<file path="src/rtl/xgmii_pattern_bist.sv">
// XGMII pattern BIST: cyclic fixed-byte pattern generator plus a lock/track checker.
// Latency: tx words are registered one cycle after k. Status and counts update one cycle after the rx word.
// Backpressure: none. rx_valid=0 simply freezes the checker; the generator free-runs while enabled.
module xgmii_pattern_bist #(
  parameter int DATA_WIDTH      = 64,
  parameter int CTRL_WIDTH      = DATA_WIDTH / 8,
  parameter int NUM_PATTERNS    = 6,
  parameter int LOCK_COUNT      = 4,
  parameter int UNLOCK_ERRORS   = 3,
  parameter int ERR_COUNT_WIDTH = 16
) (
  input  logic                       clk,
  input  logic                       rst,
  input  logic                       enable,
  input  logic                       clear_counts,
  output logic [DATA_WIDTH-1:0]      xgmii_txd,
  output logic [CTRL_WIDTH-1:0]      xgmii_txc,
  input  logic [DATA_WIDTH-1:0]      xgmii_rxd,
  input  logic [CTRL_WIDTH-1:0]      xgmii_rxc,
  input  logic                       rx_valid,
  output logic                       locked,
  output logic                       mismatch,
  output logic [ERR_COUNT_WIDTH-1:0] error_count,
  output logic [ERR_COUNT_WIDTH-1:0] word_count,
  output logic [1:0]                 state
);

  localparam int LANES = DATA_WIDTH / 8;

  typedef enum logic [1:0] {
    ST_IDLE   = 2'd0,
    ST_HUNT   = 2'd1,
    ST_LOCKED = 2'd2
  } state_t;

  // Byte table for the pattern cycle; the two control-coded bytes carry txc all-ones.
  function automatic logic [7:0] pat_byte(input logic [2:0] k);
    case (k)
      3'd0:    pat_byte = 8'hFF;
      3'd1:    pat_byte = 8'h00;
      3'd2:    pat_byte = 8'h55;
      3'd3:    pat_byte = 8'hAA;
      3'd4:    pat_byte = 8'hFE;
      3'd5:    pat_byte = 8'h07;
      3'd6:    pat_byte = 8'h33;
      default: pat_byte = 8'hCC;
    endcase
  endfunction

  function automatic logic pat_ctl(input logic [2:0] k);
    pat_ctl = (k == 3'd4) || (k == 3'd5);
  endfunction

  function automatic logic [2:0] next_idx(input logic [2:0] k);
    next_idx = (k == 3'(NUM_PATTERNS - 1)) ? 3'd0 : k + 3'd1;
  endfunction

  logic [2:0]                 k_q;
  logic [DATA_WIDTH-1:0]      txd_q;
  logic [CTRL_WIDTH-1:0]      txc_q;

  state_t                     state_q;
  logic [2:0]                 exp_q;
  logic [7:0]                 run_q;
  logic [7:0]                 bad_q;
  logic [ERR_COUNT_WIDTH-1:0] err_q;
  logic [ERR_COUNT_WIDTH-1:0] word_q;
  logic                       mismatch_q;
  logic                       locked_q;

  logic                       hit;
  logic [2:0]                 hit_idx;
  logic                       exp_hit;
  logic [ERR_COUNT_WIDTH-1:0] err_d;
  logic [ERR_COUNT_WIDTH-1:0] word_d;
  logic [7:0]                 bad_d;

  // Generator: walk the pattern table while enabled, otherwise send idle (07 / ctrl) and park k at 0.
  always_ff @(posedge clk) begin
    if (rst) begin
      k_q   <= 3'd0;
      txd_q <= {LANES{8'h07}};
      txc_q <= {CTRL_WIDTH{1'b1}};
    end else if (enable) begin
      txd_q <= {LANES{pat_byte(k_q)}};
      txc_q <= {CTRL_WIDTH{pat_ctl(k_q)}};
      k_q   <= next_idx(k_q);
    end else begin
      k_q   <= 3'd0;
      txd_q <= {LANES{8'h07}};
      txc_q <= {CTRL_WIDTH{1'b1}};
    end
  end

  // Classify the received word: which pattern (if any) it equals, and whether that is the expected one.
  always_comb begin
    hit     = 1'b0;
    hit_idx = 3'd0;
    exp_hit = 1'b0;
    for (int j = 0; j < NUM_PATTERNS; j++) begin
      if (xgmii_rxd == {LANES{pat_byte(3'(j))}} &&
          xgmii_rxc == {CTRL_WIDTH{pat_ctl(3'(j))}}) begin
        if (!hit) begin
          hit     = 1'b1;
          hit_idx = 3'(j);
        end
        if (3'(j) == exp_q) exp_hit = 1'b1;
      end
    end
  end

  // Saturating increments for the counters and the bad-run length.
  always_comb begin
    err_d  = (err_q  == {ERR_COUNT_WIDTH{1'b1}}) ? err_q  : err_q  + 1'b1;
    word_d = (word_q == {ERR_COUNT_WIDTH{1'b1}}) ? word_q : word_q + 1'b1;
    bad_d  = (bad_q  == 8'hFF) ? bad_q : bad_q + 8'd1;
  end

  // Checker FSM: IDLE -> HUNT (align and build a run) -> LOCKED (track, count, maybe fall back).
  always_ff @(posedge clk) begin
    if (rst) begin
      state_q    <= ST_IDLE;
      exp_q      <= 3'd0;
      run_q      <= 8'd0;
      bad_q      <= 8'd0;
      err_q      <= '0;
      word_q     <= '0;
      mismatch_q <= 1'b0;
      locked_q   <= 1'b0;
    end else begin
      mismatch_q <= 1'b0;
      if (!enable) begin
        state_q  <= ST_IDLE;
        locked_q <= 1'b0;
      end else begin
        case (state_q)
          ST_IDLE: begin
            state_q <= ST_HUNT;
            run_q   <= 8'd0;
            exp_q   <= 3'd0;
          end
          ST_HUNT: begin
            if (run_q >= 8'(LOCK_COUNT)) begin
              // Run complete last cycle: lock now, but keep the index moving with the stream.
              state_q  <= ST_LOCKED;
              locked_q <= 1'b1;
              bad_q    <= 8'd0;
              if (rx_valid) exp_q <= next_idx(exp_q);
            end else if (rx_valid) begin
              if (exp_hit) begin
                run_q <= run_q + 8'd1;
                exp_q <= next_idx(exp_q);
              end else if (hit) begin
                run_q <= 8'd1;
                exp_q <= next_idx(hit_idx);
              end else begin
                run_q <= 8'd0;
              end
            end
          end
          ST_LOCKED: begin
            if (rx_valid) begin
              exp_q <= next_idx(exp_q);
              if (exp_hit) begin
                word_q <= word_d;
                bad_q  <= 8'd0;
              end else begin
                err_q      <= err_d;
                mismatch_q <= 1'b1;
                bad_q      <= bad_d;
                if (UNLOCK_ERRORS != 0 && bad_d == 8'(UNLOCK_ERRORS)) begin
                  state_q  <= ST_HUNT;
                  locked_q <= 1'b0;
                  run_q    <= 8'd0;
                end
              end
            end
          end
          default: begin
            state_q  <= ST_IDLE;
            locked_q <= 1'b0;
          end
        endcase
      end
      // Clear overrides any same-cycle increment; the mismatch pulse above is unaffected.
      if (clear_counts) begin
        err_q  <= '0;
        word_q <= '0;
      end
    end
  end

  assign xgmii_txd   = txd_q;
  assign xgmii_txc   = txc_q;
  assign locked      = locked_q;
  assign mismatch    = mismatch_q;
  assign error_count = err_q;
  assign word_count  = word_q;
  assign state       = state_q;

endmodule

</file>
<file path="config.mk">
export PLATFORM = sky130hd
export DESIGN_NAME = xgmii_pattern_bist
export DESIGN_NICKNAME = d
export VERILOG_FILES = /design/src/rtl/xgmii_pattern_bist.sv
export SDC_FILE = /design/constraint.sdc
export NUM_CORES = 1
export LEC_CHECK = 0
export BUFFER_PORTS_ARGS = -buffer_cell sky130_fd_sc_hd__buf_2
export CAP_MARGIN = 20
export CORE_MARGIN = 2
export CORE_UTILIZATION = 50
export CTS_BUF_LIST = sky130_fd_sc_hd__clkbuf_8
export DETAILED_ROUTE_END_ITERATION = 8
export GPL_TIMING_DRIVEN = 0
export PLACE_DENSITY_LB_ADDON = 0.1
export SLEW_MARGIN = 20
export SYNTH_ARGS = -nofsm -noshare
export SYNTH_HDL_FRONTEND = slang
export SYNTH_SLANG_ARGS = --single-unit
</file>
<file path="constraint.sdc">
create_clock -name clk -period 8.05 [get_ports clk]
set_input_delay 1.61 -clock clk [delete_from_list [all_inputs] [get_ports clk]]
set_output_delay 1.61 -clock clk [all_outputs]
set_load 0.02 [all_outputs]
</file>
==> results.txt, run 1 <==
The run finished with clean final reports. The power per cell area came out at 128.0 mW/mm^2. Counting every sink on the clock net gives 66. The most used flip-flop cell after synthesis is sky130_fd_sc_hd__dfxtp_1. The hold violation total from the final report is 0. Across the run, the number of max-cap violations was 0.

The tightest min-delay check is of the reg2reg type. The diode insertion count for antenna repair came out at 0. For this run, asynchronously set or reset flops after synthesis account for 0.

The reg-to-reg critical path endpoint is error_count[11]$_SDFFE_PP0P_. The number of instances in the placed design came out at 856. For this design the static power due to leakage is 2.471 nW. The horizontal die dimension is 98.02 um. Of the cells placed in the final design, the portion with a size suffix greater than 1 is 0.3678.

The number of nets still failing antenna checks after routing is 0. In this run the clock root is driven by a sky130_fd_sc_hd__clkbuf_8. Setup repair after global routing left no endpoint under its margin.

The detail-routed net length per standard cell is 13.15 um. The share of synthesized area occupied by flip-flops and latches came out at 0.2990. The number of non-filler instances in the completed layout came out at 872. For this block, the initial DRC count from the detailed router was 249. The worst setup path is captured at a flip-flop. The number of detailed-route iterations in the first pass is 4. The slowest stage cell on the critical path is sky130_fd_sc_hd__nor4_1.

The total global-route track usage is 0.2360. The worst-case register-to-register setup slack came out at 5.18 ns. The post-DP HPWL came out at 8.965 mm. The final number of max-transition violations came to 0.

After routing, the total negative slack on setup checks comes to 0 ns. The critical path ends at error_count[11]$_SDFFE_PP0P_. The worst-case IR drop observed on VDD is 0.0001450 V. In this run, synthesis produced a sequential element count of 66. The number of setup buffers added after CTS is 0. Summed over all layers, the global routing overflow is 0. The clock transition at the registers of the reported paths is 0.07 ns.

The worst slack on hold paths came out at 0.4551 ns. The maximum fanout along the worst path is 10. The number of buffers inserted by hold repair at cts came out at 0.

TritonCTS built the clock tree. The arrival time at the worst endpoint is 3.89 ns. The highest cell delay on the worst timing path came out at 0.54 ns. Counting flops with a built-in enable in the synthesized netlist gives 0. The congestion estimate from routability-driven global placement came to 0.9262.

Buffers placed on the I/O ports in this run total 184. The area growth from synthesis to layout came out at 28.34%. The post-synthesis cell count came out at 564. The total wirelength of the detailed-routed design came out at 11.47 mm. The global-route wire length before repair came out at 19.15 mm. The number of buffers created by CTS is 9. The worst pin sits at a relative slew slack of 0.4761. The total number of vias is 4662. The die covers 0.009607 mm^2. Entering global routing, the biggest net connects 17 pins.

The synthesized cell area is 0.004419 mm^2. The critical path required time is 8.26 ns. A synthesized cell averages 7.836 um^2. Tracing the worst setup path back leads to its startpoint at xgmii_rxd[62]. The via count of the first global-routing pass was 4295. The per-cell via count in the routed design came out at 5.346. The number of instances resized during post-cts repair is 0. The number of distinct standard cells referenced by the synthesized netlist is 55. The highest attainable clock frequency is 0.2720 GHz. The total number of yosys warnings came out at 0. The number of I/O pins came out at 185. At the pin with the least slew margin, the transition time is 0.7660 ns. The final net count came out at 852. The initial core utilization came out at 0.5117. The kind of critical path is in2reg. The post-route minimum period came out at 3.676 ns. The worst setup path is launched from an input pin. After layout, the design draws a total of 0.7259 mW. The number of cell rows is 34. The worst register-to-register path begins at state[0]$_SDFFE_PP0P_. The maximum level of the CTS H-tree is 3. The remaining design rule violation count came out at 0. The clock skew after layout came out at 0.008041 ns. The worst-skew pair later-pin latency came out at 0.35 ns.

The number of cell instances on the worst register-to-register path came out at 10. The critical path goes through buf_2 -> nand4_1 -> nor4_1 -> nand4_1 -> a211o_1 -> and4b_4 -> buf_6 -> buf_2 -> nand3_1 -> xor2_1 -> nor2_1. The floorplan die height came out at 98.02 um. The ratio of final minimum period to clock period is 0.4567.

The core area came out at 0.008636 mm^2. The number of nets handed over by synthesis was 657. The share of the core filled with cells is 0.6568. Setup violations remaining at the end of the flow were counted as 0. The maximum buffer depth of the clock tree came out at 2.

The number of antenna violations at the first check in global routing is 0.
[state kept, by name (all words and copies together), names as in the netlist]
register / count
bad_q: 8
error_count: 16
exp_q: 3
k_q: 3
locked: 1
mismatch: 1
run_q: 8
state: 2
word_count: 16
xgmii_txc: 1
xgmii_txd: 7
[stage by stage]
stage,setup slack (ns),instance area [um^2]
2_1_floorplan,4.372,4419
3_3_place_gp,3.953,5475
3_5_place_dp,4.020,5475
4_1_cts,4.385,5672
5_1_grt,4.172,5672
6_report,4.374,5672
[final cells by class]
cell class,instances,area (um^2)
clock inverters,6,58.81
clock buffers,10,137.6
multi-input cells,398,2472
inverters,20,75.07
well taps,108,135.1
fillers,791,2964
plain buffers,80,550.5
repair buffers,184,920.9
flip-flops and latches,66,1321
[cell families after synthesis]
family / share of synthesized area
compound gates: 0.1113
mux: 0.01189
simple gates: 0.3434
buf+inv: 0.1416
flops: 0.2990
fa+ha+maj: 0.04530
xor+xnor: 0.04757
[metal layers]
layer  vias to the layer above  global-route usage  wire length, um  part of all wire
met5                         -                   0                0                 0
met4                         0             0.09295              233             0.020
met3                        23             0.05082              839             0.073
li1                       2359                   -                -                 -
met1                      2131              0.2818             4879              0.43
met2                       149              0.4125             5517              0.48
[synthesized netlist by cell type, types with 6 or more instances]
library cell	count	area share
sky130_fd_sc_hd__dfxtp_1	66	0.30
sky130_fd_sc_hd__buf_4	64	0.11
sky130_fd_sc_hd__nor2_1	57	0.048
sky130_fd_sc_hd__nand4_1	39	0.055
sky130_fd_sc_hd__nand2_1	36	0.031
sky130_fd_sc_hd__a21oi_1	29	0.033
sky130_fd_sc_hd__nand3_1	29	0.033
sky130_fd_sc_hd__nor3_1	23	0.026
sky130_fd_sc_hd__inv_1	20	0.017
sky130_fd_sc_hd__o21ai_0	18	0.020
sky130_fd_sc_hd__and2_1	16	0.023
sky130_fd_sc_hd__ha_1	16	0.045
sky130_fd_sc_hd__xor2_1	15	0.030
sky130_fd_sc_hd__nor4_1	14	0.020
sky130_fd_sc_hd__clkbuf_1	13	0.011
sky130_fd_sc_hd__and3_1	9	0.013
sky130_fd_sc_hd__xnor2_1	9	0.018
sky130_fd_sc_hd__nand2b_1	8	0.011
sky130_fd_sc_hd__nor2b_1	6	0.0085
sky130_fd_sc_hd__or4_1	6	0.010
[how the worst min path moves through the flow]
stage	from	to	slack, ns	depth (start not counted)
2_1_floorplan	run_q[7]$_SDFFE_PP0P_	run_q[7]$_SDFFE_PP0P_	0.42	1
3_3_place_gp	run_q[6]$_SDFFE_PP0P_	run_q[6]$_SDFFE_PP0P_	0.44	1
3_5_place_dp	run_q[6]$_SDFFE_PP0P_	run_q[6]$_SDFFE_PP0P_	0.44	1
4_1_cts	run_q[6]$_SDFFE_PP0P_	run_q[6]$_SDFFE_PP0P_	0.46	1
5_1_grt	run_q[6]$_SDFFE_PP0P_	run_q[6]$_SDFFE_PP0P_	0.48	1
6_report	run_q[6]$_SDFFE_PP0P_	run_q[6]$_SDFFE_PP0P_	0.46	1
[report_power, final]
group,internal [mW],switching (mW)
Clock,0.149,0.130
Combinational,0.0520,0.0605
Sequential,0.329,0.00539
Total,0.530,0.196
[worst max-delay path: cells and delay by family]
kind	cells	cell delay, ns
simple gates	6	1.35
buf+inv	3	0.45
compound gates	1	0.31
xor+xnor	1	0.17
[layout by cell type, fill, tap and decap left out, types with 6 or more instances in the layout]
cell	n
sky130_fd_sc_hd__nor3_1	23
sky130_fd_sc_hd__nor2b_1	6
sky130_fd_sc_hd__buf_2	186
sky130_fd_sc_hd__clkbuf_8	10
sky130_fd_sc_hd__nand2_1	36
sky130_fd_sc_hd__buf_4	64
sky130_fd_sc_hd__nand3_1	29
sky130_fd_sc_hd__xor2_1	15
sky130_fd_sc_hd__xnor2_1	9
sky130_fd_sc_hd__nand2b_1	8
sky130_fd_sc_hd__and3_1	9
sky130_fd_sc_hd__nor2_1	57
sky130_fd_sc_hd__clkbuf_1	13
sky130_fd_sc_hd__ha_1	16
sky130_fd_sc_hd__a21oi_1	29
sky130_fd_sc_hd__inv_1	22
sky130_fd_sc_hd__dfxtp_1	66
sky130_fd_sc_hd__or4_1	6
sky130_fd_sc_hd__nand4_1	39
sky130_fd_sc_hd__nor4_1	14
sky130_fd_sc_hd__and2_1	16
sky130_fd_sc_hd__o21ai_0	18
Power figures use the tool's default switching activity.
==> run 2, diff against run 1 <==
--- a/config.mk
+++ b/config.mk
@@ -8,7 +8,7 @@
 export BUFFER_PORTS_ARGS = -buffer_cell sky130_fd_sc_hd__buf_2
 export CAP_MARGIN = 20
 export CORE_MARGIN = 2
-export CORE_UTILIZATION = 50
+export CORE_UTILIZATION = 45
 export CTS_BUF_LIST = sky130_fd_sc_hd__clkbuf_8
 export DETAILED_ROUTE_END_ITERATION = 8
 export GPL_TIMING_DRIVEN = 0
==> constraint.sdc (replaced) <==
create_clock -name clk -period 2.95 [get_ports clk]
set_input_delay 0.59 -clock clk [delete_from_list [all_inputs] [get_ports clk]]
set_output_delay 0.59 -clock clk [all_outputs]
set_load 0.02 [all_outputs]
==> run 2 against run 1 <==
Die area increased by 11%. Register-to-register slack got worse by 5.0 ns. Clock-buffer cell count unchanged. Largest power group unchanged.
==> results.txt, run 2 (synthesis results as in run 1) <==
The worst hold path belongs to the class reg2reg. Setup repair after global routing left no endpoint under its margin. The highest attainable clock frequency came out at 0.3623 GHz. The number of setup buffers added after CTS came out at 0 (unchanged).

The number of input and output port buffers inserted came out at 184 (unchanged). The largest voltage drop on the vdd net is 0.0003564 V (+150%). The number of DRC markers after the initial detailed-route iteration is 168 (-33%). The hold violation total from the final report was 0 (unchanged). The post-DP HPWL is 8.925 mm (-0.45%). In this design, the largest share of critical-path delay is due to compound AO/OA/AOI/OAI gates.

The buffering stage count on the worst path with inverters included came out at 0 (-3). The clock sink total was 66 (unchanged). The diode insertion count for antenna repair came to 0 (unchanged). The core area came out at 0.009639 mm^2 (+12%).

The number of I/O pins is 185 (unchanged). The layout cell share with drive strength beyond 1 is 0.3701 (+0.002278). The most common cell after layout, fill and taps aside is sky130_fd_sc_hd__buf_2. The ratio of final minimum period to clock period is 0.9356.

The reg-to-reg critical path endpoint is run_q[5]$_SDFFE_PP0P_. In this design, the critical path's most frequently occurring cell is sky130_fd_sc_hd__nand3_1. The horizontal die dimension is 103.1 um (+5.2%). The total number of vias came to 4675 (+0.28%). The area growth from synthesis to layout was 28.37% (about the same). The startpoint identified for the worst register-to-register timing path is bad_q[0]$_SDFFE_PP0P_. The fraction of power spent switching nets was 0.2718 (+0.002468). The run finished with clean final reports. The reported net switching power came out at 0.5050 mW (+160%). The maximum level of the CTS H-tree is 3 (unchanged). The clock root buffer master is sky130_fd_sc_hd__clkbuf_8. The largest net degree at the start of global routing is 17 (unchanged). The sequential power share came out at 0.492 (+0.031). The arrival time at the worst endpoint is 2.99 ns (-0.90 ns). The worst-case register-to-register setup slack is 0.19 ns (-4.99 ns).

The maximum fanout along the worst path is 7 (-3). The number of cell instances on the worst register-to-register path is 9 (-1). The final weighted congestion in routability-driven placement came out at 0.9195 (-0.72%). The final net count is 852 (unchanged). The worst setup path is captured at a flip-flop. The global-route wire length before repair is 18.46 mm (-3.6%).

The total wirelength of the detailed-routed design came out at 11.40 mm (-0.60%). The number of gates on the worst path with buffers counted is 9 (-2). The maximum buffer depth of the clock tree came out at 2 (unchanged). The final-report setup violation count came to 0 (unchanged). The floorplan die height was 103.1 um (+5.2%). The max-capacitance violation count is 0 (unchanged). The internal power contribution is 1.353 mW (+160%). The post-route minimum period is 2.760 ns. The initial core utilization came out at 0.4585 (-0.05327).

The worst-skew pair later-pin latency is 0.34 ns (about the same). The number of cell rows came out at 36 (+5.9%). The overall die area is 0.01063 mm^2 (+11%). The detail-routed net length per standard cell is 12.74 um (-3.2%). The static power due to leakage is 2.455 nW (-0.64%).

The slowest stage cell on the critical path is sky130_fd_sc_hd__o31ai_1. Leaving out fill and tap cells, the most frequent cells in the layout are 186 x sky130_fd_sc_hd__buf_2, 66 x sky130_fd_sc_hd__dfxtp_1, 64 x sky130_fd_sc_hd__buf_4, 57 x sky130_fd_sc_hd__nor2_1, 39 x sky130_fd_sc_hd__nand4_1. The critical path required time came out at 3.18 ns (-5.08 ns).

The per-cell via count in the routed design is 5.223 (-2.3%). TritonCTS built the clock tree. The number of stages on the worst hold path is 1 (unchanged).

The final sum of negative setup slack is 0 ns (unchanged). The overflow left after global routing came out at 0 (unchanged). The worst setup path is launched from a flip-flop. The clock skew after layout is 0.01045 ns (+0.002409 ns). The end of the worst hold path is run_q[7]$_SDFFE_PP0P_. The number of nets still failing antenna checks after routing came out at 0 (unchanged).

The final number of max-transition violations is 0 (unchanged). The remaining design rule violation count came to 0 (unchanged). The startpoint identified for the worst hold timing path is run_q[7]$_SDFFE_PP0P_.

The via count of the first global-routing pass was 4218 (-1.8%). The setup path with the least slack is of type reg2reg. The highest cell delay on the worst timing path was 0.67 ns (+0.13 ns). The critical path goes through ha_1 -> and4_1 -> nand2b_1 -> nand3_1 -> o21ai_0 -> nand3_1 -> o31ai_1 -> a21oi_1 -> and2_1.

The headroom to the max-slew limit is 0.4905 (+0.01439). The number of detailed-route iterations in the first pass is 4 (unchanged). The proportion of power drawn by the clock network was 0.343 (-0.041). The power per cell area is 327.5 mW/mm^2 (+160%). The total chip power came out at 1.858 mW (+160%). The total global-route track usage is 0.2118 (-0.02418).

The part of the power in combinational logic is 0.165 (+0.010). The number of antenna violations at the first check in global routing was 0 (unchanged). The actual transition at the worst max-transition pin is 0.7577 ns (-0.008256 ns). The number of buffers created by CTS came out at 9 (unchanged). The clock transition at the registers of the reported paths came out at 0.06 ns (about the same).
-- run 2: layer usage --
metal  GRT usage  vias up  wire (um)
met1      0.2596     2141       5166
li1            -     2364          -
met4     0.07389        0        152
met3     0.03186       12        615
met2      0.3766      158       5468
met5           0        -          0
-- run 2: power groups by stage --
stage	clock network, mW	registers (mW)	logic (mW)
after floorplan	0	0.939	0.174
after global placement	0	0.932	0.303
after detailed placement	0	0.934	0.307
after CTS	0.658	0.913	0.307
after global routing	0.697	0.915	0.336
final	0.638	0.913	0.307
-- run 2: per-stage QoR --
step / util / cell area, um^2 / hold slack (ns) / setup WS, ns / instances
after floorplan: - / 4419 / 0.4205 / 0.2923 / 564
after global placement: 0.5713 / 5507 / 0.4340 / -0.1254 / 881
after detailed placement: 0.5713 / 5507 / 0.4367 / -0.08969 / 881
after CTS: 0.5877 / 5665 / 0.4567 / 0.1320 / 895
after global routing: 0.5885 / 5673 / 0.4759 / 0.04492 / 895
final: 0.5885 / 5673 / 0.4526 / 0.1901 / 895
-- run 2: how the worst max path moves through the flow --
stage                           from                          end  slack, ns
2_1_floorplan           xgmii_rxc[1]  word_count[13]$_SDFFE_PP0P_       0.29
3_3_place_gp           xgmii_rxd[62]  word_count[10]$_SDFFE_PP0P_      -0.13
3_5_place_dp           xgmii_rxd[62]  word_count[14]$_SDFFE_PP0P_      -0.09
4_1_cts        state[1]$_SDFFE_PP0P_  error_count[4]$_SDFFE_PP0P_       0.13
5_1_grt        bad_q[0]$_SDFFE_PP0P_        run_q[4]$_SDFFE_PP0P_       0.04
6_report       bad_q[0]$_SDFFE_PP0P_        run_q[5]$_SDFFE_PP0P_       0.19
-- run 2: worst register-to-register path, stage by stage, from the launching register on --
cell                       delay [ns]
sky130_fd_sc_hd__dfxtp_1         0.36
sky130_fd_sc_hd__ha_1            0.30
sky130_fd_sc_hd__and4_1          0.30
sky130_fd_sc_hd__nand2b_1        0.15
sky130_fd_sc_hd__nand3_1         0.12
sky130_fd_sc_hd__o21ai_0         0.11
sky130_fd_sc_hd__nand3_1         0.11
sky130_fd_sc_hd__o31ai_1         0.67
sky130_fd_sc_hd__a21oi_1         0.30
sky130_fd_sc_hd__and2_1          0.24
-- run 2: cell type report --
| type | instances | area [um^2] |
|---|---|---|
| plain buffers | 80 | 551.8 |
| clock buffers | 10 | 137.6 |
| clock inverters | 4 | 21.27 |
| fillers | 946 | 3966 |
| inverters | 20 | 75.07 |
| multi-input cells | 398 | 2479 |
| flip-flops and latches | 66 | 1321 |
| well taps | 133 | 166.4 |
| repair buffers | 184 | 920.9 |
-- run 2: repair_timing --
action,4_1_cts,5_1_grt
hold endpoints to repair,0,0
endpoints found under the setup margin,0,10
gates resized for setup,0,3
hold buffers,0,0
